--- src/rtl/loader_pkg.sv ---
// Shared types and constants for the program-loader byte-stream producer.
package loader_pkg;

    typedef enum logic [2:0] {
        S_IDLE,
        S_LEN_HI,
        S_LEN_LO,
        S_START,
        S_DATA,
        S_END
    } loader_state_t;

    localparam logic [7:0] LOADER_MAGIC     = 8'h99;
    localparam int         LOADER_HDR_BYTES = 3;

endpackage

--- src/rtl/program_loader_tx.sv ---
// Parses magic / 16-bit BE word count / 4*N bytes from the UART and drives start/valid/end to the fetch loader.
// Latency: one cycle from rx_valid to input_valid; a byte landing in the start cycle is held and sent next cycle.
// No backpressure: accepts a byte every cycle; LOADER_TIMEOUT_EN adds an idle-byte timeout that aborts with error.
module program_loader_tx
    import loader_pkg::*;
#(
    parameter logic [7:0]  MAGIC          = LOADER_MAGIC,
    parameter int          LEN_WIDTH      = 16,
    parameter int unsigned TIMEOUT_CYCLES = 1000000
) (
    input  logic       CLK,
    input  logic       reset_n,
    input  logic [7:0] rx_data,
    input  logic       rx_valid,
    output logic [7:0] input_data,
    output logic       input_valid,
    output logic       input_start,
    output logic       input_end,
    output logic       busy,
    output logic       error,
    output logic       done
);

    localparam int TW = LEN_WIDTH + 2;

    loader_state_t        state_q;
    logic [LEN_WIDTH-1:0] count_q;
    logic [TW-1:0]        sent_q;
    logic [7:0]           data_q;
    logic                 valid_q;
    logic                 start_q;
    logic                 end_q;
    logic                 busy_q;
    logic                 error_q;
    logic                 done_q;

    logic [TW-1:0]        target_d;
    logic [TW-1:0]        sent_d;
    logic                 tmo_hit_d;

    // Word count times four, widened so a full 16-bit count cannot wrap.
    assign target_d = {count_q, 2'b00};
    assign sent_d   = sent_q + TW'(1);

`ifdef LOADER_TIMEOUT_EN
    localparam int TMO_W = $clog2(TIMEOUT_CYCLES + 1);

    logic [TMO_W-1:0] tmo_q;

    assign tmo_hit_d = !rx_valid && (tmo_q == TMO_W'(TIMEOUT_CYCLES - 1));

    always_ff @(posedge CLK or negedge reset_n) begin
        if (!reset_n) begin
            tmo_q <= '0;
        end else if (rx_valid || state_q == S_IDLE || state_q == S_START || state_q == S_END) begin
            tmo_q <= '0;
        end else begin
            tmo_q <= tmo_q + TMO_W'(1);
        end
    end
`else
    assign tmo_hit_d = 1'b0;
`endif

    always_ff @(posedge CLK or negedge reset_n) begin
        if (!reset_n) begin
            state_q <= S_IDLE;
            count_q <= '0;
            sent_q  <= '0;
            data_q  <= '0;
            valid_q <= 1'b0;
            start_q <= 1'b0;
            end_q   <= 1'b0;
            busy_q  <= 1'b0;
            error_q <= 1'b0;
            done_q  <= 1'b0;
        end else begin
            valid_q <= 1'b0;
            start_q <= 1'b0;
            end_q   <= 1'b0;
            done_q  <= 1'b0;
            case (state_q)
                S_IDLE: begin
                    if (rx_valid && rx_data == MAGIC) begin
                        state_q <= S_LEN_HI;
                        busy_q  <= 1'b1;
                        error_q <= 1'b0;
                    end
                end
                S_LEN_HI: begin
                    if (rx_valid) begin
                        count_q[LEN_WIDTH-1 -: 8] <= rx_data;
                        state_q                   <= S_LEN_LO;
                    end else if (tmo_hit_d) begin
                        state_q <= S_IDLE;
                        busy_q  <= 1'b0;
                        error_q <= 1'b1;
                    end
                end
                S_LEN_LO: begin
                    if (rx_valid) begin
                        count_q[7:0] <= rx_data;
                        sent_q       <= '0;
                        start_q      <= 1'b1;
                        state_q      <= S_START;
                    end else if (tmo_hit_d) begin
                        state_q <= S_IDLE;
                        busy_q  <= 1'b0;
                        error_q <= 1'b1;
                    end
                end
                S_START: begin
                    if (target_d == '0) begin
                        end_q   <= 1'b1;
                        done_q  <= 1'b1;
                        state_q <= S_END;
                    end else begin
                        // The output register doubles as the skid slot for a byte seen during start.
                        state_q <= S_DATA;
                        if (rx_valid) begin
                            data_q  <= rx_data;
                            valid_q <= 1'b1;
                            sent_q  <= sent_d;
                        end
                    end
                end
                S_DATA: begin
                    if (sent_q == target_d) begin
                        end_q   <= 1'b1;
                        done_q  <= 1'b1;
                        state_q <= S_END;
                    end else if (rx_valid) begin
                        data_q  <= rx_data;
                        valid_q <= 1'b1;
                        sent_q  <= sent_d;
                    end else if (tmo_hit_d) begin
                        end_q   <= 1'b1;
                        error_q <= 1'b1;
                        state_q <= S_END;
                    end
                end
                S_END: begin
                    busy_q  <= 1'b0;
                    state_q <= S_IDLE;
                end
                default: begin
                    state_q <= S_IDLE;
                    busy_q  <= 1'b0;
                end
            endcase
        end
    end

    assign input_data  = data_q;
    assign input_valid = valid_q;
    assign input_start = start_q;
    assign input_end   = end_q;
    assign busy        = busy_q;
    assign error       = error_q;
    assign done        = done_q;

endmodule

--- config.mk ---
export PLATFORM = sky130hd
export DESIGN_NAME = program_loader_tx
export DESIGN_NICKNAME = d
export VERILOG_FILES = /design/src/rtl/loader_pkg.sv /design/src/rtl/program_loader_tx.sv
export SDC_FILE = /design/constraint.sdc
export NUM_CORES = 1
export LEC_CHECK = 0
export CORE_MARGIN = 4
export CORE_UTILIZATION = 50
export CTS_CLUSTER_DIAMETER = 200
export DETAILED_ROUTE_END_ITERATION = 8
export GPL_TIMING_DRIVEN = 0
export PLACE_DENSITY = 0.7
export SYNTH_ARGS = -nofsm -noshare
export SYNTH_HDL_FRONTEND = slang
export SYNTH_SLANG_ARGS = --single-unit
--- constraint.sdc ---
create_clock -name CLK -period 2.5 [get_ports CLK]
set_input_delay 0.5 -clock CLK [delete_from_list [all_inputs] [get_ports CLK]]
set_output_delay 0.5 -clock CLK [all_outputs]
set_load 0.05 [all_outputs]
==> metrics.txt, run 1 <==
Slew @ Worst Pin 0.791 ns; Port Buf Inserts 23; Post-synth ARST share 100%; r2r endpoint sent_q[1]; Primary FF master, synth dfrtp_1; final worst-path cycle share 92.2%; total chip power 2.92 mW; Tightest Hold Check Type in2async; CP Class reg2reg; Leak 1.29 nW; wire per inst 16.2 um; Final ANT Viol Nets 0; routed via count 1816; synth unique cells 42; DR DRC count 0; Setup crit end sent_q[1]; P&R area growth vs syn 17.6%; global-route wire length before repair 9.07 mm; VDD IR max 0.000759 V; crit end category flop; Mapped Nets 241; TritonCTS clock tree built; Total GRT Usage 18.9%; final core occ 60.8%; Min Clock Period, post-route 2.31 ns; Min Hold Slack 0.0638 ns; Routed WL 5.29 mm; die height 78.1 um; status finished clean; part of the power in combinational logic 38.5%; EDFF count, synth 0; Die Wd 78.1 um; vias per cell 5.57; CP Launch Type flop; critical path startpoint state_q[0]; Clock Power Share 19.0%; Crit path max-delay family compound AO/OA/AOI/OAI gates; Buf/Inv on CP 2; grt ovf 0; FMAX 434 MHz; Resize count post-CTS 0; Clock transition at path regs 0.09 ns; largest net degree at the start of global routing 39; Post-Syn Instances 228; Hold-fix buffers, CTS 0; CTS Root Cell clkbuf_8; Worst R2R Start state_q[0]; R2R cell count 6; final setup violating endpoints 0; Setup Fix Bufs, Post-CTS 0; sw frac 37.8%; max_cap viols 0; Flop pwr share 42.5%; Clock Sinks 49; GP Congestion 0.851; Worst EP arrival 2.48 ns; Sequential Area 1230 um^2; Crit Path Max Fanout 10; clk buf depth 2; Die Area 6110 um^2; Post-DP HPWL 3.86 mm; r2r setup slk 0.19 ns; Psw 1.10 mW; initial antenna violation count 0; worst path cell trace clkbuf_1 -> nor3_2 -> o211ai_1 -> a21oi_1 -> clkbuf_1 -> o21ai_0; placed cell count 319; Layout fillers 422; synthesis-stage register bit count 49; DR pass1 iterations 4; RSZ-0062 raised after global routing no; cell accounting for the most synthesized area dfrtp_1; Slew HR 47.1%; synth top area cells dfrtp_1, mux2_2, xor2_1; PD cells 1010 nW/um^2; critical path depth in cells 6; multi-input logic area 1150 um^2; Initial Util 51.7%; synth cell count leaders dfrtp_1, mux2_2, a21oi_1, nor2_1, xor2_1; NumNets Final 272; most instantiated library cell after synthesis dfrtp_1; clk_lat worst skew 0.31 ns; H-tree depth 2; share of layout cells above drive strength 1 17.4%; CP most frequent cell clkbuf_1; initial DRC count 84; # diodes 0; CTS Buf Count 5; WP data required 2.68 ns; slowest stage cell, crit path a21oi_1; post-route cell area 2890 um^2; Hold Vio Cnt, Final 0; CP max stage delay 0.50 ns; core area 4750 um^2; number of global-route vias before repair 1783; Std-Cell Rows 25; Mapped Area 2460 um^2; clk_skew 0.00772 ns; Final Non-Filler Cells 326; num ports 25; sequential area share after synthesis 49.8%; Yosys Warn Count 0; Mapped Avg Cell Area 10.8 um^2; Slew Limit Fails 0; Pint 1.82 mW; post-synth top area share 49.8%; Placed Instance Area 2790 um^2
-- cells in the final DEF, fill, tap and decap left out, drive strengths merged, types with 3 or more instances in the layout --
cell / Yosys / final
clkdlybuf4s50: 0 / 22
nor4: 7 / 7
a31oi: 5 / 5
nor2: 15 / 15
inv: 7 / 7
nand3: 8 / 8
buf: 6 / 8
a21oi: 17 / 17
and3: 9 / 9
nor3: 5 / 5
dfrtp: 49 / 49
clkbuf: 3 / 8
mux2: 24 / 24
nand2: 12 / 12
a41oi: 4 / 4
o21a: 4 / 4
and2: 3 / 3
xor2: 15 / 15
a221o: 4 / 4
o21ai: 7 / 7
-- cells by family (layout without fill, tap and decap cells) --
logic type,after synthesis,after routing,share of synthesized area (%)
DFF,49,49,49.8
adders and majority gates,2,2,1.02
buffers and inverters,16,47,3.20
and+or+nand+nor,71,71,15.9
xor gates and xnor gates,16,16,5.70
AOI/OAI and AO/OA,49,49,13.2
muxes,24,24,11.0
other,1,1,0.152
-- worst min-delay path by stage --
stage,end,slack (ns),cells after the start
2_1_floorplan,busy,0.20,0
3_3_place_gp,input_data[2],0.49,1
3_5_place_dp,busy,0.41,1
4_1_cts,busy,0.08,1
5_1_grt,done,0.08,1
6_report,state_q[0],0.06,1
-- layout make-up --
class / instances / area share (%)
flip-flops and latches: 49 / 42.4
well taps: 67 / 2.90
multi-input cells: 163 / 39.9
repair buffers: 24 / 8.48
inverters: 7 / 0.908
plain buffers: 9 / 1.82
clock buffers: 5 / 2.38
clock inverters: 2 / 1.21
-- per-layer routing --
layer / vias up / share of wire (%) / GRT usage, %
met2: 32 / 46 / 29.5
li1: 887 / - / -
met4: 0 / 1.3 / 5.77
met5: - / 0 / 0
met1: 890 / 48 / 26.6
met3: 7 / 4.0 / 3.90
-- registers in the layout (all words and copies together) (netlist names) --
name	cells
busy	1
count_q	16
done	1
input_data	8
input_start	1
input_valid	1
sent_q	18
state_q	3
-- power groups by stage --
stage                     Clock (mW)  Sequential, mW  Combinational (mW)
after global routing           0.600            1.27                1.22
after floorplan                    0            1.47               0.555
final                          0.556            1.24                1.12
after detailed placement           0            1.26                1.13
after global placement             0            1.25                1.11
after CTS                      0.564            1.24                1.13
-- through the flow --
step / setup TNS [ns] / worst slack [ns]
floorplan: 0 / 0.523
global placement: -25.63 / -0.525
detailed placement: 0 / 0.0592
CTS: 0 / 0.222
global route: 0 / 0.000183
finish: 0 / 0.195
-- worst reg2reg max path, stage by stage, from the launching register on --
cell      delay (ns)
dfrtp_1         0.37
clkbuf_1        0.19
nor3_2          0.38
o211ai_1        0.16
a21oi_1         0.50
clkbuf_1        0.43
o21ai_0         0.14
Power figures use the tool's default switching activity.
==> run 2, diff against run 1 <==
--- a/config.mk
+++ b/config.mk
@@ -9,6 +9,7 @@
 export CORE_UTILIZATION = 50
 export CTS_CLUSTER_DIAMETER = 200
 export DETAILED_ROUTE_END_ITERATION = 8
+export GPL_ROUTABILITY_DRIVEN = 0
 export GPL_TIMING_DRIVEN = 0
 export PLACE_DENSITY = 0.7
 export SYNTH_ARGS = -nofsm -noshare
==> results of run 2 <==
No change in the layout: final DEF, timing and power equal those of run 1.
